$ cat src/rtl/ads1256_avg_filter.sv
// Boxcar averager for ADS1256 samples: 1/4/16/64-sample windows, floor divide.
// ADS1256_AVG_MINMAX_EN adds per-window signed min/max outputs.
module ads1256_avg_filter #(
  parameter logic [1:0] AVG_SEL_RST = 2'd2
) (
  input  logic        sys_clk,
  input  logic        rst_n,
  input  logic [23:0] ad_value,
  input  logic        ad_done,
  input  logic [1:0]  avg_sel,
  input  logic        cfg_ld,
  input  logic        clear,
  output logic [23:0] avg_value,
  output logic        avg_valid,
  output logic        ovr_flag,
`ifdef ADS1256_AVG_MINMAX_EN
  output logic [23:0] min_value,
  output logic [23:0] max_value,
`endif
  output logic [6:0]  fill_cnt
);

  typedef enum logic [1:0] {
    S_IDLE,
    S_ACC,
    S_EMIT
  } state_t;

  state_t state_q, state_d;

  logic sync1_q, sync2_q, edge_q;
  logic strobe;

  logic [1:0] win_sel_q;
  logic [1:0] n_sel_q, n_sel_d;
  logic [6:0] n_len;
  logic       win_start;

  logic signed [29:0] acc_q;
  logic signed [29:0] base_acc;
  logic signed [29:0] sample_ext;
  logic signed [29:0] shifted;
  logic [6:0]  base_fill, fill_inc;
  logic        ovr_q, base_ovr, full_scale;

`ifdef ADS1256_AVG_MINMAX_EN
  logic [23:0] min_q, max_q;
  logic [23:0] min_d, max_d;
`endif

  always_ff @(posedge sys_clk or negedge rst_n) begin
    if (!rst_n) begin
      sync1_q <= 1'b0;
      sync2_q <= 1'b0;
      edge_q  <= 1'b0;
    end else begin
      sync1_q <= ad_done;
      sync2_q <= sync1_q;
      edge_q  <= sync2_q;
    end
  end

  assign strobe = sync2_q & ~edge_q;

  assign sample_ext = {{6{ad_value[23]}}, ad_value};
  assign full_scale = (ad_value == 24'h7FFFFF) |
                      (ad_value == 24'h800000);
  // Shift uses the length latched for the window being emitted.
  assign shifted = acc_q >>> {n_sel_q, 1'b0};

  always_comb begin
    win_start = 1'b1;
    state_d   = S_ACC;
    unique case (state_q)
      S_IDLE:  win_start = 1'b1;
      S_ACC:   win_start = 1'b0;
      S_EMIT:  win_start = 1'b1;
      default: win_start = 1'b1;
    endcase
    n_sel_d   = win_start ? win_sel_q : n_sel_q;
    n_len     = 7'd1 << {n_sel_d, 1'b0};
    base_fill = win_start ? 7'd0 : fill_cnt;
    base_acc  = win_start ? 30'sd0 : acc_q;
    base_ovr  = win_start ? 1'b0 : ovr_q;
    fill_inc  = base_fill + 7'd1;
    if (clear)
      state_d = S_IDLE;
    else if (strobe && fill_inc == n_len)
      state_d = S_EMIT;
  end

`ifdef ADS1256_AVG_MINMAX_EN
  always_comb begin
    min_d = ad_value;
    max_d = ad_value;
    if (base_fill != 7'd0) begin
      if (!($signed(ad_value) < $signed(min_q)))
        min_d = min_q;
      if (!($signed(ad_value) > $signed(max_q)))
        max_d = max_q;
    end
  end
`endif

  always_ff @(posedge sys_clk or negedge rst_n) begin
    if (!rst_n)
      state_q <= S_IDLE;
    else
      state_q <= state_d;
  end

  always_ff @(posedge sys_clk or negedge rst_n) begin
    if (!rst_n)
      win_sel_q <= AVG_SEL_RST;
    else if (cfg_ld)
      win_sel_q <= avg_sel;
  end

  always_ff @(posedge sys_clk or negedge rst_n) begin
    if (!rst_n) begin
      n_sel_q  <= AVG_SEL_RST;
      acc_q    <= '0;
      fill_cnt <= '0;
      ovr_q    <= 1'b0;
`ifdef ADS1256_AVG_MINMAX_EN
      min_q    <= '0;
      max_q    <= '0;
`endif
    end else if (clear) begin
      acc_q    <= '0;
      fill_cnt <= '0;
      ovr_q    <= 1'b0;
    end else begin
      n_sel_q <= n_sel_d;
      if (strobe) begin
        acc_q    <= base_acc + sample_ext;
        fill_cnt <= fill_inc;
        ovr_q    <= base_ovr | full_scale;
`ifdef ADS1256_AVG_MINMAX_EN
        min_q    <= min_d;
        max_q    <= max_d;
`endif
      end else if (win_start) begin
        acc_q    <= '0;
        fill_cnt <= '0;
        ovr_q    <= 1'b0;
      end
    end
  end

  // A clear that lands on the emit cycle discards the window.
  always_ff @(posedge sys_clk or negedge rst_n) begin
    if (!rst_n) begin
      avg_value <= '0;
      avg_valid <= 1'b0;
      ovr_flag  <= 1'b0;
`ifdef ADS1256_AVG_MINMAX_EN
      min_value <= '0;
      max_value <= '0;
`endif
    end else begin
      avg_valid <= 1'b0;
      if (state_q == S_EMIT && !clear) begin
        avg_value <= shifted[23:0];
        avg_valid <= 1'b1;
        ovr_flag  <= ovr_q;
`ifdef ADS1256_AVG_MINMAX_EN
        min_value <= min_q;
        max_value <= max_q;
`endif
      end
    end
  end

endmodule

$ cat config.mk
export PLATFORM = sky130hd
export DESIGN_NAME = ads1256_avg_filter
export DESIGN_NICKNAME = d
export VERILOG_FILES = /design/src/rtl/ads1256_avg_filter.sv
export SDC_FILE = /design/constraint.sdc
export NUM_CORES = 1
export LEC_CHECK = 0
export ABC_AREA = 1
export CAP_MARGIN = 40
export CORE_AREA = 2 2 87 172
export DETAILED_ROUTE_END_ITERATION = 12
export DIE_AREA = 0 0 89 174
export PLACE_DENSITY = 0.76
export SLEW_MARGIN = 20
export SYNTH_ARGS = -nofsm -noshare
export SYNTH_HDL_FRONTEND = slang
export SYNTH_SLANG_ARGS = --single-unit
$ cat constraint.sdc
create_clock -name sys_clk -period 2.43 [get_ports sys_clk]
set_input_delay 0.729 -clock sys_clk [delete_from_list [all_inputs] [get_ports sys_clk]]
set_output_delay 0.729 -clock sys_clk [all_outputs]
set_load 0.02 [all_outputs]
==> results of run 1 <==
## stage by stage
step	hold WS [ns]	setup TNS, ns
after global placement	0.336	-7.86
after CTS	0.314	-0.000859
after detailed placement	0.346	-8.73
after global routing	0.325	-0.133
final	0.307	0
after floorplan	0.331	0
## worst paths after layout
kind | endpoint | slack [ns] | cells after the start
setup reg to reg | acc_q[29] | 0.12 | 15
min in group sys_clk | sync2_q | 0.36 | 0
hold reg to reg | sync2_q | 0.36 | 0
setup / recovery | acc_q[28] | 0.11 | 15
max in group asynchronous | n_sel_q[1] | 1.59 | 2
hold / removal | acc_q[27] | 0.31 | 1
## cell usage after synthesis, drive strengths merged
| cell type | count | area share, % |
|---|---|---|
| nor3 | 8 | 0.80 |
| a21boi | 1 | 0.18 |
| nand4 | 26 | 2.8 |
| inv | 146 | 8.8 |
| dfrtp | 71 | 29 |
| ha | 10 | 2.0 |
| mux2i | 11 | 1.8 |
| nand3 | 65 | 6.0 |
| a211oi | 5 | 0.60 |
| clkbuf | 23 | 1.4 |
| nor2 | 103 | 6.7 |
| o211ai | 4 | 0.48 |
| mux2 | 1 | 0.18 |
| dfstp | 2 | 0.84 |
| or2 | 1 | 0.10 |
| fa | 1 | 0.32 |
| o21a | 8 | 0.97 |
| nor4 | 8 | 0.80 |
| nand2 | 324 | 20 |
| xor2 | 4 | 0.56 |
| o22a | 13 | 1.8 |
| o31ai | 1 | 0.12 |
| xnor2 | 3 | 0.42 |
| and2 | 2 | 0.20 |
| a2bb2oi | 3 | 0.42 |
| a21oi | 59 | 4.7 |
| o2111ai | 1 | 0.14 |
| clkinv | 1 | 0.060 |
| o21ai | 65 | 5.2 |
| buf | 13 | 1.7 |
| nand3b | 2 | 0.24 |
| a21o | 2 | 0.24 |
| o21bai | 3 | 0.36 |
## flip-flops by register name, indices dropped and copies added, names as in the netlist
name,flops
acc_q,30
avg_value,24
fill_cnt,7
n_sel_q,2
state_q,2
win_sel_q,2
avg_valid,1
edge_q,1
ovr_flag,1
ovr_q,1
sync1_q,1
sync2_q,1
## power groups by stage
stage               Clock [mW]  Combinational, mW  Sequential (mW)
finish                    1.35               1.68             1.53
global route              1.41               1.83             1.56
CTS                       1.37               1.61             1.53
detailed placement           0               1.60             1.55
global placement             0               1.58             1.55
floorplan                    0              0.698             1.71
## final cells by class
class,count,share of cell area (%)
multi-input cells,734,45.4
repair buffers,192,20.1
clock buffers,12,3.03
flip-flops and latches,73,21.6
clock inverters,3,0.473
well taps,192,2.84
inverters,147,6.52
## layer usage
metal / global-route usage, % / vias to the layer above
met1: 28.5 / 3312
met2: 50.0 / 269
met3: 3.18 / 113
met4: 18.8 / 0
li1: - / 3529
met5: 0 / -
## what timing repair did
item	CTS	global route
endpoints found under the setup margin	12	25
gates resized for setup	10	54
cloned	0	1
buffers inserted	0	7
pin swaps	0	17
## logic make-up after synthesis
logic type / count (synthesis) / share of synthesized area (%)
buffers and inverters: 183 / 11.9
multiplexers: 12 / 1.95
flip-flops: 73 / 29.4
adder cells (fa/ha/maj): 11 / 2.33
AO/OA/AOI/OAI: 165 / 15.3
XOR/XNOR: 7 / 0.986
AND/OR/NAND/NOR: 539 / 38.1
==> results by group, run 1 <==
Outcome
  – Status: completed

Synthesis
  – Syn Area/Cell: ~6.3 sq um
  – Post-synth cell types: 44
  – Syn_nets: 1032
  – Gate Count Post-Synth: ~1000
  – Mapped cell area: 0.00622 sq mm
  – Synth Warn #: 0
  – Sequential share of the synthesized area: 29.4%
  – Number of synthesized register bits: 73

Routing
  – Vias per cell: approximately 5.3
  – Metal2 WL: 11.0 mm
  – Detailed Route WL: 21.0 mm
  – M1 WL: 7.40 mm
  – Drc violations: 0
  – DRT Pass-1 Iters: 7
  – Initial DRC Count: about 370
  – DR WL/cell: 15.5 microns
  – Wire length on met3: 900 microns
  – Max layer used: met4
  – Detail Route Antenna Nets: 0
  – Vias after detailed routing: 7223

Pwr
  – Int Pwr: 3.01 mW
  – Maximum VDD drop: 0.000349 V
  – Switch share: 33.9%
  – Combinational share of power: 36.8%
  – Clk pwr share: 29.7%
  – Net Switching: 1.55 mW
  – Pwr/cell area: 539 mW/mm^2
  – LEAKAGE: 4.56 nW
  – Sequential Power Share: 33.6%
  – Total power: ~4.6 mW

Job
  – Maxcap violations: 0

Critical path
  – CP bufs+invs: 4
  – Kind of end point of the critical path: register
  – CP top delay family: simple AND/OR/NAND/NOR gates
  – Critical path class: in2reg
  – Critical path fanouts, max: 4
  – Critical Path Start Type: primary input
  – CP max-delay cell: clkdlybuf4s50_1
  – Critical Path Start: ad_value[12]
  – Crit path DAT: 2.55 ns
  – Worst r2r src: state_q[1]
  – Worst EP required: 2.66 ns
  – Worst-path cell chain: clkdlybuf4s50_1 -> inv_1 -> nand2_1 -> nand2_2 -> buf_4 -> inv_2 -> nand2_1 -> nor2_4 -> nand2_1 -> nor2_1 -> nand2_2 -> nand3_1 -> nand2_1 -> nor2_1 -> nor2_1
  – Critical path's most frequent cell: nand2_1
  – Critical path's largest stage delay: 0.52 ns

Finish
  – Non-filler cells, final: approximately 1400
  – Final nets: roughly 1200
  – Commonest non-fill, non-tap cells in the layout: nand2_1, inv_1, buf_4
  – Layout cells sized above 1: 21.1%
  – Ant. Diodes: 0
  – Fin area: 0.00846 sq mm
  – Area Growth Syn to Fin: 36.0%
  – Fill cells: approximately 1400
  – Commonest non-fill, non-tap cell in the layout: nand2_1
  – Reg area: 0.00183 sq mm
  – Final core utilization: around three fifths
  – Area of the multi-input gates: 0.00384 sq mm

Clock network
  – Clock transition at path regs: 0.05 ns
  – Root buffer cell: clkbuf_16
  – CTS tree: done
  – # hold bufs at CTS: 0
  – Clock sink total: 73
  – Clock H-tree levels: 3
  – Deepest clock path buffer count: 2
  – Clock buffer count from CTS: 9
  – Worst skew pair latency: 0.34 ns

STA
  – Fmax: 0.431 GHz
  – Slew Limit Fails: 0
  – Max-slew headroom: a little over two thirds
  – Worst Max-Slew Pin Slew: 0.452 ns
  – RSZ-0062 raised after global routing: yes
  – Clock skew: 0.00558 ns
  – Final Hold Viols: 0
  – Tmin final: about 2.3 ns
  – Final setup violation count: 0
  – Final WS setup: 0.109 ns
  – Final period util: 95.5%

Floorplan
  – Core Area: ~0.014 sq mm
  – Row count: 62
  – Ports: 64
  – Die ar.: 0.0155 sq mm
  – Die height: around 170 microns
  – Starting Density: between 40% and 50%
  – Die width: 89 microns

Place
  – DP Worst Slack: -0.487 ns
  – Post-DP Area: slightly below 0.008 sq mm
  – Post-DP HPWL: 16.4 mm
  – Dpl cells: 1330
  – Routability congestion estimate: 1.01
  – Port Buffers: 63

Hold path
  – Min-delay worst type: in2async

GRT
  – Largest net degree at the start of global routing: 39
  – GRT Total Usage: ~28%
  – Initial antenna violation count: 0
  – GRT overflow: 0
  – Vias in the first global route: 7106
  – First-pass GRT wire length: between 30 and 40 mm
Note: power is estimated with default switching activity, not from simulation.
==> inputs of run 2 (changes only) <==
CELL_PAD_IN_SITES_DETAIL_PLACEMENT = 1   (was unset)
CELL_PAD_IN_SITES_GLOBAL_PLACEMENT = 1   (was unset)
CORE_AREA = 2 2 95 189   (was 2 2 87 172)
DIE_AREA = 0 0 97 191   (was 0 0 89 174)
PLACE_DENSITY = 0.86   (was 0.76)
==> run 2 against run 1 <==
Net effect: the run now ends with setup timing left; sequential share of layout area shrank 0.65 points; clock-buffer cell count shrank 1; core utilization decreased by 8.3 points; routed wire length is 48% higher; global-route usage grew 0.99 points; largest cell class unchanged; register-to-register slack got worse by 0.20 ns; clock power is 7% higher; worst hold slack worse by 0.047 ns; setup slack got worse by 0.19 ns; highest routed layer unchanged; maximum frequency is 7.7% lower; largest power group unchanged; sequential power is 3% higher.
==> results by group, run 2 (synthesis results as in run 1) <==
Critical path
  – Critical Path Start Type: primary input
  – R2r worst-path depth: 13 (-2)
  – Worst r2r src: state_q[0]
  – Reg2reg end: acc_q[15]
  – Worst-path cell chain: clkdlybuf4s50_1 -> inv_1 -> nand2_1 -> nand2_2 -> nor2_2 -> nand2_1 -> clkinv_1 -> nand2_1 -> o211ai_1 -> nor2_1 -> nor2_2 -> nor2_1
  – Kind of end point of the critical path: register
  – Critical path's largest stage delay: 0.53 ns (about the same)
  – Worst EP required: 2.66 ns (about the same)
  – Reg-to-reg slack, setup: -0.08 ns (-0.20 ns)
  – Critical path's most frequent cell: nand2_1
  – CP max-delay cell: clkdlybuf4s50_1
  – Critical path fanouts, max: 3 (-1)
  – Critical path class: in2reg
  – Crit path DAT: 2.75 ns (+0.20 ns)

Finish
  – Commonest non-fill, non-tap cells in the layout: nand2_1, inv_1, buf_4
  – Final nets: 1191 (-0.67%)
  – Commonest non-fill, non-tap cell in the layout: nand2_1
  – Fin area: 0.00873 sq mm (+3.1%)
  – Fill cells: 2202 (+58%)
  – Non-filler cells, final: 1364 (+0.81%)
  – Most flop-heavy register: acc_q
  – Registers with the most flip-flops: acc_q (30), avg_value (24), fill_cnt (7)
  – Area Growth Syn to Fin: 40.3%
  – Max reg flops: 30 (unchanged)
  – Layout cells sized above 1: 24.6% (+3.5 points)
  – Ant. Diodes: 0 (unchanged)
  – Final core utilization: 51.0% (-8.3 points)

Routing
  – Vias after detailed routing: 7935 (+9.9%)
  – Vias per cell: 5.82 (+9.0%)
  – Initial DRC Count: 624 (+67%)
  – DR WL/cell: 22.8 microns (+47%)
  – Detailed Route WL: 31.1 mm (+48%)
  – DRT Pass-1 Iters: 5 (-2)
  – Drc violations: 0 (unchanged)
  – Detail Route Antenna Nets: 0 (unchanged)

Clock network
  – Clock sink total: 73 (unchanged)
  – Root buffer cell: clkbuf_16
  – Worst skew pair latency: 0.36 ns (+0.02 ns)
  – Clock H-tree levels: 3 (unchanged)
  – Clock buffer count from CTS: 9 (unchanged)
  – CTS tree: done
  – Deepest clock path buffer count: 2 (unchanged)
  – Clock transition at path regs: 0.07 ns (+0.02 ns)

STA
  – Final period util: 103% (+7.9 points)
  – Worst Max-Slew Pin Slew: 0.535 ns (+0.0833 ns)
  – Slew Limit Fails: 0 (unchanged)
  – Max-slew headroom: 64.3% (-5.6 points)
  – Post-Route Setup TNS: -0.256 ns (-0.256 ns)
  – RSZ-0062 raised after global routing: yes
  – Worst hold slack: 0.259 ns (-0.0473 ns)
  – Fmax: 0.398 GHz (-7.7%)
  – Final Hold Viols: 0 (unchanged)
  – Final WS setup: -0.0839 ns (-0.192 ns)
  – Final setup violation count: 7 (+7)
  – Tmin final: 2.51 ns (+0.192 ns)
  – Clock skew: 0.0143 ns (+0.00869 ns)

Outcome
  – Status: finished, violations left
  – Failing checks: setup timing

Hold path
  – Min-delay worst type: in2async

Floorplan
  – Ports: 64 (unchanged)
  – Die height: 191 microns (+9.8%)
  – Die ar.: 0.0185 sq mm (+20%)
  – Core Area: 0.0171 sq mm (+20%)
  – Die width: 97 microns (+9.0%)
  – Starting Density: 36.4% (-7.2 points)
  – Row count: 68 (+9.7%)

Job
  – Maxcap violations: 0 (unchanged)

GRT
  – First-pass GRT wire length: 42.3 mm (+27%)
  – Vias in the first global route: 8200 (+15%)
  – GRT overflow: 0 (unchanged)
  – Largest net degree at the start of global routing: 40 (+2.6%)
  – GRT Total Usage: 28.8% (+0.99 points)
  – Initial antenna violation count: 0 (unchanged)

Place
  – Dpl cells: 1337 (+0.53%)
  – Routability congestion estimate: 0.987 (-2.0%)
  – Post-DP Area: 0.00778 sq mm (-1.2%)
  – Port Buffers: 63 (unchanged)
  – DP Worst Slack: -0.533 ns (-0.0462 ns)
  – Post-DP HPWL: 20.2 mm (+23%)

Pwr
  – Pwr/cell area: 560 mW/mm^2 (+3.9%)
  – Total power: 4.89 mW (+7.1%)
  – LEAKAGE: 4.64 nW (+1.8%)
  – Maximum VDD drop: 0.000327 V (-6.3%)
-- run 2: worst max path at each step --
stage,start,end,slack [ns],depth (start not counted)
after floorplan,state_q[0],acc_q[18],0.01,16
after global placement,ad_value[23],acc_q[28],-0.45,12
after detailed placement,ad_value[0],acc_q[26],-0.53,14
after CTS,ad_value[1],acc_q[19],-0.01,15
after global routing,state_q[0],state_q[1],-0.18,13
final,ad_value[11],acc_q[15],-0.08,12
-- run 2: routing by layer --
metal / GRT usage, % / share of wire (%) / vias up
li1: - / - / 3500
met1: 29.0 / 35 / 3895
met2: 54.3 / 52 / 394
met3: 4.46 / 5.8 / 146
met4: 18.0 / 7.3 / 0
met5: 0 / 0 / -
-- run 2: where the power goes --
group          internal (mW)  switching, mW  leakage (nW)
Combinational          0.783           1.07          3.57
Sequential              1.41          0.169         0.928
Clock                  0.834          0.621         0.151
Total                   3.02           1.86          4.64
-- run 2: layout make-up --
type	instances	area (sq um)	share of cell area (%)
multi-input cells	734	4110	47.1
flip-flops and latches	73	1830	21.0
repair buffers	184	1660	19.0
inverters	147	557	6.38
well taps	210	263	3.01
clock buffers	11	243	2.78
clock inverters	5	61.3	0.703
-- run 2: critical path, delay by kind of cell --
| family | cells | cell delay, ns |
|---|---|---|
| AOI/OAI and AO/OA | 1 | 0.23 |
| and+or+nand+nor | 8 | 1.07 |
| buffers and inverters | 3 | 0.70 |
-- run 2: repair_timing --
item	4_1_cts	5_1_grt
cloned	0	1
pin swaps	2	34
setup buffers	0	10
hold buffers	0	0
setup endpoints to repair	20	26
resized for setup	24	125
==> inputs of run 3 (changes only) <==
CORE_AREA = 10 10 103 197   (was 2 2 95 189)
DIE_AREA = 0 0 113 207   (was 0 0 97 191)
==> run 3 against run 2 <==
Net effect: the run still ends with setup timing left; core utilization up 1.2 points; sequential share of layout area down 0.51 points; combinational power up 3%; setup slack worse by 0.26 ns; first-iteration DRC count down 8.8%; maximum frequency down 9.4%; worst hold slack better by 0.099 ns; clock-buffer cell count down 1; global-route usage down 5.2 points; clock skew down 0.0076 ns; register-to-register slack worse by 0.26 ns; routed wire length up 9.8%; largest power group unchanged; highest routed layer unchanged.
==> results by group, run 3 (synthesis results as in run 1) <==
Outcome
  – Status: finished, violations left
  – Failing checks: setup timing

Place
  – Dpl cells: 1343 (+0.45%)
  – Routability congestion estimate: 1.03 (+4.7%)
  – Post-DP Area: 0.00784 sq mm (+0.74%)
  – Post-DP HPWL: 21.1 mm (+4.7%)
  – Port Buffers: 63 (unchanged)

STA
  – Final WS setup: -0.346 ns (-0.262 ns)
  – Final Hold Viols: 0 (unchanged)
  – Worst hold slack: 0.358 ns (+0.0987 ns)
  – Tmin final: 2.78 ns (+0.262 ns)
  – Fmax: 0.360 GHz (-9.4%)
  – Worst Max-Slew Pin Slew: 0.668 ns (+0.133 ns)
  – Final period util: 114% (+11 points)
  – Clock skew: 0.00666 ns (-0.00762 ns)
  – Final setup violation count: 26 (+19)
  – Max-slew headroom: 55.0% (-9.3 points)
  – Slew Limit Fails: 0 (unchanged)
  – RSZ-0062 raised after global routing: yes

Routing
  – Drc violations: 0 (unchanged)
  – Wire length on met3: 2.21 mm (+22%)
  – Detailed Route WL: 34.1 mm (+9.8%)
  – DRT Pass-1 Iters: 5 (unchanged)
  – Max layer used: met4
  – M1 WL: 11.5 mm (+6.7%)
  – Vias per cell: 5.86 (+0.66%)
  – Vias after detailed routing: 8058 (+1.6%)
  – Detail Route Antenna Nets: 0 (unchanged)
  – DR WL/cell: 24.8 microns (+8.8%)
  – Metal2 WL: 17.3 mm (+6.5%)
  – Initial DRC Count: 569 (-8.8%)

Floorplan
  – Core Area: 0.0171 sq mm (unchanged)
  – Ports: 64 (unchanged)
  – Row count: 68 (unchanged)
  – Die width: 113 microns (+16%)
  – Starting Density: 36.4% (unchanged)
  – Die height: 207 microns (+8.4%)
  – Die ar.: 0.0234 sq mm (+26%)

Critical path
  – Worst r2r src: state_q[1]
  – Reg-to-reg slack, setup: -0.35 ns (-0.26 ns)
  – CP bufs+invs: 3 (unchanged)
  – CP top delay family: compound AO/OA/AOI/OAI gates
  – Crit path DAT: 3.00 ns (+0.25 ns)
  – Kind of end point of the critical path: register
  – Worst EP required: 2.65 ns (about the same)
  – Critical Path Start Type: register
  – R2r worst-path depth: 14 (+1)
  – Reg2reg end: acc_q[6]
  – Critical path class: reg2reg
  – CP max-delay cell: fa_2
  – Critical path's most frequent cell: nand2_4
  – Worst-path cell chain: inv_4 -> nand2_4 -> buf_6 -> nor2_4 -> ha_4 -> fa_2 -> nand3_4 -> nand2_2 -> nand3_2 -> nand2_4 -> buf_4 -> o21ai_0 -> a21oi_1 -> a211oi_1
  – Critical path fanouts, max: 4 (+1)
  – Critical path's largest stage delay: 0.45 ns (-0.08 ns)

Finish
  – Commonest non-fill, non-tap cells in the layout: nand2_1, inv_1, buf_4
  – Final core utilization: 52.3% (+1.2 points)
  – Commonest non-fill, non-tap cell in the layout: nand2_1
  – Registers with the most flip-flops: acc_q (30), avg_value (24), fill_cnt (7)
  – Final nets: 1203 (+1.0%)
  – Area Growth Syn to Fin: 43.7%
  – Max reg flops: 30 (unchanged)
  – Ant. Diodes: 0 (unchanged)
  – Non-filler cells, final: 1376 (+0.88%)
  – Most flop-heavy register: acc_q
  – Layout cells sized above 1: 27.0% (+2.4 points)
  – Fin area: 0.00894 sq mm (+2.4%)
  – Fill cells: 2175 (-1.2%)

Clock network
  – Clock buffer count from CTS: 9 (unchanged)
  – Worst skew pair latency: 0.34 ns (-0.02 ns)
  – Root buffer cell: clkbuf_16
  – Clock transition at path regs: 0.07 ns (about the same)
  – Deepest clock path buffer count: 2 (unchanged)
  – Clock sink total: 73 (unchanged)
  – Clock H-tree levels: 3 (unchanged)
  – CTS tree: done
  – # hold bufs at CTS: 0 (unchanged)

Hold path
  – Min-delay worst type: reg2reg
  – Hold Crit Start: sync1_q
  – Hold Path Depth: 0
  – Hold Path Sink: sync2_q

GRT
  – Initial antenna violation count: 0 (unchanged)
  – Largest net degree at the start of global routing: 41 (+2.5%)
  – First-pass GRT wire length: 44.9 mm (+6.0%)
  – GRT Total Usage: 23.6% (-5.2 points)
  – GRT overflow: 0 (unchanged)
  – Vias in the first global route: 8612 (+5.0%)

Pwr
  – LEAKAGE: 4.81 nW (+3.6%)
  – Maximum VDD drop: 0.000636 V (+95%)
  – Pwr/cell area: 561 mW/mm^2 (+0.23%)
  – Total power: 5.02 mW (+2.7%)

Job
  – Maxcap violations: 0 (unchanged)
run 3: area by class of cell:
class / instances / area [sq um] / area share [%]
multi-input cells: 734 / 4230 / 47.3
flip-flops and latches: 73 / 1830 / 20.5
repair buffers: 196 / 1740 / 19.5
inverters: 147 / 554 / 6.20
well taps: 210 / 263 / 2.94
clock buffers: 10 / 229 / 2.56
clock inverters: 6 / 91.3 / 1.02
run 3: metal layers:
metal  vias to the layer above  track usage, %
met4                         0            19.0
met2                       448            41.9
met5                         -               0
li1                       3528               -
met1                      3890            23.1
met3                       192            3.85
run 3: power breakdown:
group | switching [mW] | internal (mW) | leakage, nW | total [mW]
registers | 0.175 | 1.41 | 0.929 | 1.58
clock network | 0.615 | 0.908 | 0.157 | 1.52
logic | 1.12 | 0.792 | 3.73 | 1.91
total | 1.91 | 3.11 | 4.81 | 5.02
run 3: stage by stage:
step | setup TNS (ns) | setup slack, ns
detailed placement | -10.52 | -0.540
floorplan | 0 | 0.0124
CTS | -0.00603 | -0.00594
global placement | -7.74 | -0.470
global route | -5.11 | -0.352
finish | -2.75 | -0.346
run 3: what timing repair did:
action                                  in CTS  in global routing
cloned                                       0                  2
gates resized for setup                     54                121
endpoints found under the setup margin      23                 24
pin swaps                                   12                 44
setup buffers                                3                 12
run 3: worst max path at each step:
stage	slack, ns	from	endpoint	depth (start not counted)
2_1_floorplan	0.01	state_q[0]	acc_q[18]	16
3_3_place_gp	-0.47	ad_value[23]	acc_q[29]	12
3_5_place_dp	-0.54	ad_value[1]	acc_q[21]	15
4_1_cts	-0.006	ad_value[1]	acc_q[17]	16
5_1_grt	-0.35	state_q[1]	acc_q[6]	14
6_report	-0.35	state_q[1]	acc_q[6]	14
